**config.mk**
```make
export PLATFORM = sky130hd
export DESIGN_NAME = gcd_job_arbiter
export DESIGN_NICKNAME = d
export VERILOG_FILES = /design/src/rtl/gcd_job_arbiter.sv
export SDC_FILE = /design/constraint.sdc
export NUM_CORES = 1
export LEC_CHECK = 0
export ABC_AREA = 1
export BUFFER_PORTS_ARGS = -buffer_cell sky130_fd_sc_hd__buf_4
export CAP_MARGIN = 20
export CORE_UTILIZATION = 51
export CTS_CLUSTER_DIAMETER = 120
export CTS_CLUSTER_SIZE = 12
export DETAILED_ROUTE_END_ITERATION = 10
export PLACE_DENSITY = 0.77
export SETUP_SLACK_MARGIN = 0.2
export SYNTH_ARGS = -nofsm -noshare
export SYNTH_HDL_FRONTEND = slang
export SYNTH_SLANG_ARGS = --single-unit
```
**constraint.sdc**
```tcl
create_clock -name Clk -period 1.78 [get_ports Clk]
set_clock_uncertainty 0.05 [all_clocks]
set_input_delay 0 -clock Clk [delete_from_list [all_inputs] [get_ports Clk]]
set_output_delay 0 -clock Clk [all_outputs]
set_load 0.01 [all_outputs]
```
**src/rtl/gcd_job_arbiter.sv**
```systemverilog
// gcd_job_arbiter: shares one ee354 subtractive GCD core between two requesters.
// Round-robin arbitration, zero-operand bypass and a watchdog that resets a hung core.
module gcd_job_arbiter #(
  parameter int TO_W    = 10,
  parameter int TIMEOUT = 1023
) (
  input  logic       Clk,
  input  logic       Reset,
  input  logic       Req0,
  input  logic [7:0] A0,
  input  logic [7:0] B0,
  input  logic       Req1,
  input  logic [7:0] A1,
  input  logic [7:0] B1,
  output logic       Gnt0,
  output logic       Gnt1,
  output logic       Done0,
  output logic       Done1,
  output logic [7:0] Result,
  output logic       Err,
  output logic       Busy,
  output logic       Core_Start,
  output logic       Core_Ack,
  output logic [7:0] Core_Ain,
  output logic [7:0] Core_Bin,
  output logic       Core_Reset,
  input  logic       Core_Done,
  input  logic [7:0] Core_GCD
);

  typedef enum logic [4:0] {
    IDLE = 5'b00001,
    LOAD = 5'b00010,
    RUN  = 5'b00100,
    ACK  = 5'b01000,
    BYP  = 5'b10000
  } state_t;

  state_t          state, next_state;
  logic [TO_W-1:0] watchdog, watchdog_next;
  logic            owner, owner_next;
  logic            last_served, last_served_next;
  logic            winner;
  logic [7:0]      win_a, win_b;

  logic            gnt0_next, gnt1_next, done0_next, done1_next, err_next, busy_next;
  logic            start_next, ack_next, core_reset_next;
  logic [7:0]      result_next, ain_next, bin_next;

  always_ff @(posedge Clk) begin
    if (Reset) state <= IDLE;
    else       state <= next_state;
  end

  // Every output is the registered image of the value decided in the current state.
  always_comb begin
    next_state       = state;
    watchdog_next    = watchdog;
    owner_next       = owner;
    last_served_next = last_served;
    winner           = 1'b0;
    win_a            = A0;
    win_b            = B0;
    gnt0_next        = 1'b0;
    gnt1_next        = 1'b0;
    done0_next       = 1'b0;
    done1_next       = 1'b0;
    err_next         = 1'b0;
    start_next       = 1'b0;
    ack_next         = 1'b0;
    core_reset_next  = 1'b0;
    result_next      = Result;
    ain_next         = Core_Ain;
    bin_next         = Core_Bin;

    case (state)
      IDLE: begin
        if (Req0 || Req1) begin
          // On a tie the requester that was not served last wins.
          winner     = (Req0 && Req1) ? ~last_served : Req1;
          win_a      = winner ? A1 : A0;
          win_b      = winner ? B1 : B0;
          ain_next   = win_a;
          bin_next   = win_b;
          owner_next = winner;
          gnt0_next  = ~winner;
          gnt1_next  = winner;
          if (win_a == 8'd0 || win_b == 8'd0) begin
            next_state = BYP;
          end else begin
            next_state = LOAD;
            start_next = 1'b1;
          end
        end
      end
      LOAD: begin
        watchdog_next = '0;
        next_state    = RUN;
      end
      RUN: begin
        watchdog_next = watchdog + TO_W'(1);
        if (Core_Done) begin
          result_next = Core_GCD;
          done0_next  = ~owner;
          done1_next  = owner;
          ack_next    = 1'b1;
          next_state  = ACK;
        end else if (watchdog == TO_W'(TIMEOUT)) begin
          result_next      = 8'd0;
          done0_next       = ~owner;
          done1_next       = owner;
          err_next         = 1'b1;
          core_reset_next  = 1'b1;
          last_served_next = owner;
          next_state       = IDLE;
        end
      end
      ACK: begin
        last_served_next = owner;
        next_state       = IDLE;
      end
      BYP: begin
        // gcd(0,x) = x and gcd(0,0) = 0, so the OR of the operands is the answer.
        result_next      = Core_Ain | Core_Bin;
        done0_next       = ~owner;
        done1_next       = owner;
        last_served_next = owner;
        next_state       = IDLE;
      end
      default: next_state = IDLE;
    endcase

    busy_next = (next_state != IDLE);
  end

  always_ff @(posedge Clk) begin
    if (Reset) begin
      watchdog    <= '0;
      owner       <= 1'b0;
      last_served <= 1'b1;
      Gnt0        <= 1'b0;
      Gnt1        <= 1'b0;
      Done0       <= 1'b0;
      Done1       <= 1'b0;
      Result      <= 8'd0;
      Err         <= 1'b0;
      Busy        <= 1'b0;
      Core_Start  <= 1'b0;
      Core_Ack    <= 1'b0;
      Core_Ain    <= 8'd0;
      Core_Bin    <= 8'd0;
      Core_Reset  <= 1'b0;
    end else begin
      watchdog    <= watchdog_next;
      owner       <= owner_next;
      last_served <= last_served_next;
      Gnt0        <= gnt0_next;
      Gnt1        <= gnt1_next;
      Done0       <= done0_next;
      Done1       <= done1_next;
      Result      <= result_next;
      Err         <= err_next;
      Busy        <= busy_next;
      Core_Start  <= start_next;
      Core_Ack    <= ack_next;
      Core_Ain    <= ain_next;
      Core_Bin    <= bin_next;
      Core_Reset  <= core_reset_next;
    end
  end

endmodule
```
---- Word level (Yosys, flattened, before mapping) ----
Index checks and enable logic that the tools add are counted.
word-level totals
  register bits ........................... 49
cells by class
  $add $sub $neg .......................... 1
  bitwise logic cells ..................... 7
  reductions and logical operators ........ 15
  equality and inequality tests ........... 10
  multiplexer cells ....................... 24
operator list
  operator                                              count
  2-to-1 mux 8 bit                                      4
  2-to-1 mux 5 bit                                      4
  case mux 10 bit (2 select lines)                      1
  logical NOT 8 bit                                     2
  case mux 8 bit (2 select lines)                       1
  case mux 5 bit (3 select lines)                       1
  adder 10 x 1 -> 10 bit (second input constant)        1
  equality test 10 bit (second input constant)          1
  2-to-1 mux 1 bit                                      10
  OR 8 bit                                              1
  inverter 1 bit                                        6
  case mux 1 bit (2 select lines)                       3
  nonzero test 2 bit                                    3
  OR reduction 3 bit                                    2
  equality test 5 x 1 -> 1 bit (second input constant)  1
  equality test 5 x 2 -> 1 bit (second input constant)  1
  equality test 5 x 3 -> 1 bit (second input constant)  1
  equality test 5 x 4 -> 1 bit (second input constant)  1
  equality test 5 bit (second input constant)           1
  != test 5 x 1 -> 1 bit (second input constant)        1
  != test 2 bit (second input constant)                 2
  AND reduction 2 bit                                   2
  OR reduction 2 bit                                    2
  != test 3 bit (second input constant)                 1
  other kinds (3)                                       4

---- Longest topological paths before layout ----
Gate-level depths: netlist of run 1.
  word-level depth ........................ 9
  depth in mapped cells ................... 10
  mapped depth without buffers ............ 9

---- Least setup slack after synthesis of run 1 ----
Ideal clock, no wire load.
  path kind ............................... register to register
  start point ............................. register watchdog[0]
  end point ............................... register Result[0]
  period minus slack after synthesis ...... 1.419 ns
  path slack .............................. 0.361 ns
  setup time .............................. 0.113 ns
  arrival time ............................ 1.256 ns
  stages on the path, launching flop included .. 9
  cell sequence ........................... dfxtp_1 ha_1 nand3_1 nor2_2 nand3_1 nor2_1 nor2_2 nor2_1 nor2_1
on the way
  cells in the longest elaborated chain, start to end .. 3
RTL lines
  element                               RTL line  text
  from (decl)                           40        logic [TO_W-1:0] watchdog, watchdog_next;
  from (signal assigned)                154       watchdog <= watchdog_next;
  equality test 10 bit                  108       end else if (watchdog == TO_W'(TIMEOUT)) begin
  != test 3 bit (no source line)        --
  AND reduction 2 bit (no source line)  --
  to (signal assigned)                  161       Result <= result_next;
  to (decl)                             19        output logic [7:0] Result,
No other way between the ends.
A chain may end at the register's enable or synchronous reset.

---- Worst setup path after layout of run 1 ----
  start point ............................. register watchdog[0]
  end point ............................... register watchdog[6]
on the way
  cells in the longest elaborated chain, start to end .. 2
RTL lines
  element                           RTL line  text
  adder 10 x 1 -> 10 bit            101       watchdog_next = watchdog + TO_W'(1);
  case mux 10 bit (2 select lines)  76        case (state)
No other way between the ends.

==> impl_metrics.json, run 1 <==
{
  "outcome": "completed",
  "stdcell_count": 514,
  "die-area_mm2": 0.00539,
  "fin_area_mm2": 0.00344,
  "cts_made_buffers": 5,
  "multi_input_area_mm2": 0.00139,
  "ys.flop_type": "dfxtp_1",
  "clk_pin_slew_ps": 90,
  "syn_to_final_growth_pct": 32.4,
  "antenna_found_initial": 0,
  "drt_iter0_drc": 105,
  "required_ps": 1970,
  "p_leak_nw": 1.62,
  "synth_common_cells": "nand2_1, nor2_1, dfxtp_1",
  "hold_violations": 0,
  "place.detailed.hpwl_um": 4780,
  "hp-start": "Core_GCD[2]",
  "drive_gt1_frac": 0.306,
  "crit_fanout": 4,
  "crit_start": "watchdog[0]$_SDFFE_PP0P_",
  "gp_congestion": 0.900,
  "synthDistinctLibCells": 31,
  "dp.cells": 501,
  "ir_worst_vdd_v": 0.000516,
  "ant_nets": 0,
  "drc_errors": 0,
  "r2r_cells": 8,
  "syn_area_mm2": 0.00260,
  "ys_top_cells_by_area": "dfxtp_1, nand2_1, nor2_1, a211oi_2, inv_1",
  "clk_latency_ps": 310,
  "synth_area_leader_cell": "dfxtp_1",
  "timing.final.crit_period_ps": 1500,
  "setup_violations": 0,
  "grt_usage": 0.259,
  "start_util": 0.539,
  "rows": 25,
  "vias": 2577,
  "syn_inst": 364,
  "place_ws_ps": 192,
  "min_path_cells": 5,
  "avgSynthCellArea_um2": 7.14,
  "p_total_mw": 2.73,
  "final.setup.tns_ps": 0,
  "synth_most_common_cell": "nand2_1",
  "core_mm2": 0.00482,
  "synth_fp_nets": 410,
  "io_pins": 78,
  "ys_seq_elements": 49,
  "critPathArrivalTime_ps": 1690,
  "setup_ws_ps": 281,
  "wl_um": 6530,
  "synth_edf_count": 0,
  "die_h_um": 73.4,
  "path_class": "reg -> reg",
  "worst_slew_pin_slew_ps": 355,
  "start_kind": "register",
  "post-synth-top-area-fraction": 0.377,
  "cts_max_level": 2,
  "yosysSeqAreaShare": 0.377,
  "finalCritPeriodShare": 0.842,
  "first_pass_iters": 4,
  "place_area_mm2": 0.00323,
  "slew_headroom": 0.764,
  "grt_pass1_wl_um": 10600,
  "fill_cells": 446,
  "cts_tree": "built",
  "n_antenna_cell": 0,
  "clock-root-buffer": "clkbuf_8",
  "hold_class": "in -> reg",
  "powerDensity_mw_per_mm2": 794,
  "via_per_inst": 5.01,
  "grt_start_max_net_pins": 34,
  "rr_startpoint": "watchdog[0]$_SDFFE_PP0P_",
  "dieWidth_um": 73.4,
  "cts.path.max_buffers": 2,
  "grt_overflow": 0,
  "wl_per_cell_um": 12.7,
  "rsz0062_at_grt": "yes",
  "seqCellArea_um2": 986,
  "max_freq_ghz": 0.667,
  "ys_warn_count": 0,
  "cap_violations": 0,
  "postSynth.asyncResetShare": 0,
  "cp-end-kind": "register",
  "port_buffers": 77,
  "grt_pass1_vias": 2412,
  "final_max_slew_viol_count": 0,
  "clock_sinks": 49,
  "nNetsFinal": 492
}
[cells by family after synthesis]
kind of cell | count (synthesis) | share of synthesized area
AOI/OAI and AO/OA | 46 | 0.130
buffers and inverters | 57 | 0.0997
adders and majority gates | 1 | 0.00481
and+or+nand+nor | 211 | 0.388
DFF | 49 | 0.377
[registers in the layout (all words and copies together) (netlist names)]
register	flops
Core_Start	1
Core_Ack	1
state	5
last_served	1
Gnt1	1
Done1	1
Core_Bin	8
Done0	1
Core_Reset	1
Core_Ain	8
Busy	1
watchdog	10
Gnt0	1
Result	8
owner	1
[report_power, final]
group	switching [mW]	internal, mW	total, mW
clock	0.376	0.459	0.834
sequential	0.0732	1.18	1.25
combinational	0.345	0.300	0.645
[worst max-delay path, cell delays in order, from the launching register on]
cell,delay (ps)
dfxtp_4,380
ha_4,140
nand3_2,100
nor2_2,140
buf_4,120
buf_4,90
a21oi_1,40
or2_2,270
a21oi_1,100
[cell type report]
type	instances	share of cell area
clock buffers	7	0.0251
clock inverters	1	0.00873
inverters	42	0.0458
multi-input cells	258	0.405
flip-flops and latches	49	0.287
well taps	67	0.0244
repair buffers	90	0.205
[cells in the final DEF, fill, tap and decap left out, drive strengths merged]
cell,count
buf,88
o22ai,1
nor2,72
dfxtp,49
a21oi,15
nand3,28
o21ai,15
inv,41
bufinv,1
or2,1
dlygate4sd3,2
nand3b,15
a211oi,15
nand2,86
clkbuf,7
nor3,3
nand4,6
ha,1
clkinv,1
[stage by stage]
stage / hold slack, ps / util
2_1_floorplan: 195 / -
3_3_place_gp: 300 / 0.671
3_5_place_dp: 309 / 0.671
4_1_cts: 7.31 / 0.701
5_1_grt: 33.3 / 0.714
6_report: 10.9 / 0.714
[timing repair]
action	CTS	global route
hold buffers	2	0
endpoints found under the setup margin	8	17
gates resized for setup	1	13
pin swaps	1	4
endpoints found under the hold margin	3	0
cloned	0	0
buffers inserted	1	2
[worst paths after layout]
kind	end	slack, ps
worst max-delay path	watchdog[6]$_SDFFE_PP0P_	280
worst min-delay path	Result[2]$_SDFFE_PP0P_	10
worst max register to register	watchdog[6]$_SDFFE_PP0P_	280
worst min register to register	watchdog[0]$_SDFFE_PP0P_	430
[metal layers]
metal,global-route usage,up-vias,part of all wire
li1,-,1327,-
met1,0.303,1188,0.44
met2,0.462,51,0.50
met3,0.0508,11,0.029
met4,0.103,0,0.022
met5,0,-,0
Power figures use the tool's default switching activity.
==> inputs of run 2 (changes only) <==
--- a/config.mk
+++ b/config.mk
@@ -5,10 +5,10 @@
 export SDC_FILE = /design/constraint.sdc
 export NUM_CORES = 1
 export LEC_CHECK = 0
-export ABC_AREA = 1
+export ABC_AREA = 0
 export BUFFER_PORTS_ARGS = -buffer_cell sky130_fd_sc_hd__buf_4
 export CAP_MARGIN = 20
-export CORE_UTILIZATION = 51
+export CORE_UTILIZATION = 50
 export CTS_CLUSTER_DIAMETER = 120
 export CTS_CLUSTER_SIZE = 12
 export DETAILED_ROUTE_END_ITERATION = 10
==> constraint.sdc (replaced) <==
create_clock -name Clk -period 1.4 [get_ports Clk]
set_clock_uncertainty 0.05 [all_clocks]
set_input_delay 0 -clock Clk [delete_from_list [all_inputs] [get_ports Clk]]
set_output_delay 0 -clock Clk [all_outputs]
set_load 0.01 [all_outputs]
==> impl_metrics.json, run 2 <==
{
  "outcome": "finished, violations left",
  "violations": "negative setup slack",
  "clock_sinks": 49,
  "fill_cells": 92,
  "p_total_mw": 4.25,
  "grt_pass1_wl_um": 15100,
  "ff2ff_setup_slack_ps": -640,
  "dp.cells": 405,
  "powerDensity_mw_per_mm2": 1020,
  "regMostFlops": "watchdog",
  "synth_top_family_by_area": "simple AND/OR/NAND/NOR gates",
  "cap_violations": 0,
  "r2r-end": "watchdog[6]$_SDFFE_PP0P_",
  "place.detailed.hpwl_um": 4870,
  "synthDistinctLibCells": 47,
  "avgSynthCellArea_um2": 9.02,
  "worst_slew_pin_slew_ps": 855,
  "synthMuxAreaShare": 0.113,
  "drc_errors": 0,
  "pwr-share-clk": 0.269,
  "setup_ws_ps": -637,
  "path_class": "reg -> reg",
  "ant_nets": 0,
  "yosysSeqAreaShare": 0.425,
  "slew_headroom": 0.429,
  "synth_area_leader_cell": "dfxtp_1",
  "postSynth.asyncResetShare": 0,
  "die-area_mm2": 0.00490,
  "hold_end": "Core_Ain[2]$_SDFFE_PP0P_",
  "grt_start_max_net_pins": 29,
  "layout_common_cells": "buf_4, dfxtp_1, mux2i_1",
  "via_per_inst": 7.32,
  "hold_violations": 0,
  "required_ps": 1550,
  "port_buffers": 77,
  "ir_worst_vdd_v": 0.000819,
  "cp-end-kind": "register",
  "grt_overflow": 0,
  "cts_max_level": 2,
  "gp_congestion": 0.849,
  "post-synth-top-area-fraction": 0.425,
  "synth_most_common_cell": "dfxtp_1",
  "stdcell_count": 447,
  "finalCritPeriodShare": 1.45,
  "start_kind": "register",
  "final_max_slew_viol_count": 0,
  "ys_warn_count": 0,
  "synthSimpleGateAreaFrac": 0.222,
  "vias": 3271,
  "synth_common_cells": "dfxtp_1, nor2_1, mux2i_1, nand2_1, a211oi_1",
  "synth_edf_count": 0,
  "first_pass_iters": 7,
  "ys_top_cells_by_area": "dfxtp_1, mux2i_1, a211oi_1, nor2_1, nand2_1",
  "hp-start": "A0[2]",
  "dieWidth_um": 70.0,
  "nNetsFinal": 440,
  "timing.final.crit_period_ps": 2040,
  "critPathArrivalTime_ps": 2180,
  "drive_gt1_frac": 0.572,
  "clk_latency_ps": 330,
  "cts_tree": "built",
  "rows": 24,
  "cts_made_buffers": 5,
  "ys_seq_elements": 49,
  "io_pins": 78,
  "seqCellArea_um2": 996,
  "layout.cells.most_common": "buf_4",
  "hold_class": "in -> reg",
  "p_int_mw": 2.82,
  "die_h_um": 70.0,
  "p_sw_mw": 1.44,
  "core_mm2": 0.00438,
  "setup_violations": 49,
  "grt_usage": 0.398,
  "crit_fanout": 3,
  "rr_startpoint": "state[1]$_SDFF_PP0_",
  "p_leak_nw": 1.77,
  "synth_compound_area_frac": 0.172,
  "swShare": 0.337,
  "wl_per_cell_um": 29.8,
  "cts.path.max_buffers": 2,
  "largest_reg_flops": 10,
  "min_path_cells": 3,
  "multi_input_area_mm2": 0.00167,
  "synthXorXnorAreaFrac": 0.0152,
  "yosys.area_share.adder": 0.00542,
  "syn_inst": 256,
  "clk_pin_slew_ps": 120,
  "grt_pass1_vias": 2927,
  "r2r_cells": 5,
  "rsz0062_at_grt": "yes",
  "n_antenna_cell": 0,
  "seqPwrFrac": 0.388,
  "comb_power_share": 0.343,
  "clock-root-buffer": "clkbuf_8",
  "max_freq_ghz": 0.491,
  "syn_to_final_growth_pct": 81.3,
  "syn_area_mm2": 0.00231,
  "start_util": 0.527,
  "wl_um": 13300,
  "ys.flop_type": "dfxtp_1",
  "synth_fp_nets": 302,
  "antenna_found_initial": 0,
  "drt_iter0_drc": 540
}
## run 2: changes by cell type in the layout (fill, tap and decap cells not counted), sizes merged, moves of 13 or more
| cell | before | now |
|---|---|---|
| nand2 | 86 | 26 |
| buf | 88 | 139 |
| inv | 41 | 3 |
| nand3 | 28 | 3 |
| nand3b | 15 | 2 |
| mux2i | 0 | 26 |
| nor2 | 72 | 27 |
## run 2: power by group through the flow
stage                     Combinational [mW]  Sequential [mW]  Clock (mW)
after floorplan                        0.340             1.63           0
after global placement                 0.739             1.61           0
after detailed placement               0.754             1.61           0
after CTS                               1.12             1.60        1.07
after global routing                    1.48             1.65        1.15
final                                   1.46             1.65        1.14
## run 2: logic make-up (layout without fill, tap and decap cells)
logic type                 Yosys count  count (layout)
and+or+nand+nor                     98              99
muxes                               26              26
xor gates and xnor gates             4               4
buffers and inverters               21             158
adders and majority gates            1               1
AOI/OAI and AO/OA                   57              58
DFF                                 49              49
## run 2: routing by layer
layer / vias up / share of wire / routed length, um / GRT usage
li1: 1231 / - / - / -
met5: - / 0 / 0 / 0
met3: 164 / 0.14 / 1820 / 0.104
met2: 409 / 0.43 / 5730 / 0.662
met4: 0 / 0.11 / 1460 / 0.204
met1: 1467 / 0.32 / 4320 / 0.471
## run 2: worst max path at each step
| stage | from | to | slack, ps | cells after the start |
|---|---|---|---|---|
| after global routing | state[1]$_SDFF_PP0_ | watchdog[6]$_SDFFE_PP0P_ | -800 | 5 |
| after global placement | watchdog[0]$_SDFFE_PP0P_ | Result[0]$_SDFFE_PP0P_ | -300 | 5 |
| after floorplan | state[2]$_SDFF_PP0_ | Result[0]$_SDFFE_PP0P_ | -360 | 7 |
| after CTS | state[1]$_SDFF_PP0_ | watchdog[3]$_SDFFE_PP0P_ | -290 | 5 |
| final | state[1]$_SDFF_PP0_ | watchdog[6]$_SDFFE_PP0P_ | -640 | 5 |
| after detailed placement | state[4]$_SDFF_PP0_ | Result[1]$_SDFFE_PP0P_ | -330 | 5 |
## run 2: metrics by stage
step / util / hold slack, ps / worst slack [ps] / cell area [um2] / TNS (ps)
3_5_place_dp: 0.741 / 235 / -330 / 3250 / -11500
4_1_cts: 0.896 / 0.276 / -291 / 3930 / -9990
3_3_place_gp: 0.741 / 223 / -295 / 3250 / -11150
2_1_floorplan: - / 132 / -357 / 2390 / -4360
6_report: 0.955 / 54.8 / -637 / 4190 / -19140
5_1_grt: 0.955 / 60.8 / -801 / 4190 / -21850
## run 2: critical path, cell delays in order, from the launching register on
cell and delay (ps):
dfxtp_4 370, buf_6 130, or4_4 570, a211oi_2 300, o21ai_1 170, a21oi_1 320
## run 2: layout make-up
cell class | instances | area share
clock buffers | 6 | 0.0197
clock inverters | 2 | 0.00897
inverters | 3 | 0.00269
multi-input cells | 188 | 0.399
flip-flops and latches | 49 | 0.238
well taps | 52 | 0.0155
repair buffers | 147 | 0.316
## run 2: repair_timing
item | 4_1_cts | 5_1_grt
pin swaps | 26 | 14
resized for setup | 67 | 44
setup endpoints to repair | 49 | 49
endpoints found under the hold margin | 5 | 0
cloned | 6 | 0
setup buffers | 15 | 5
hold buffers | 8 | 0
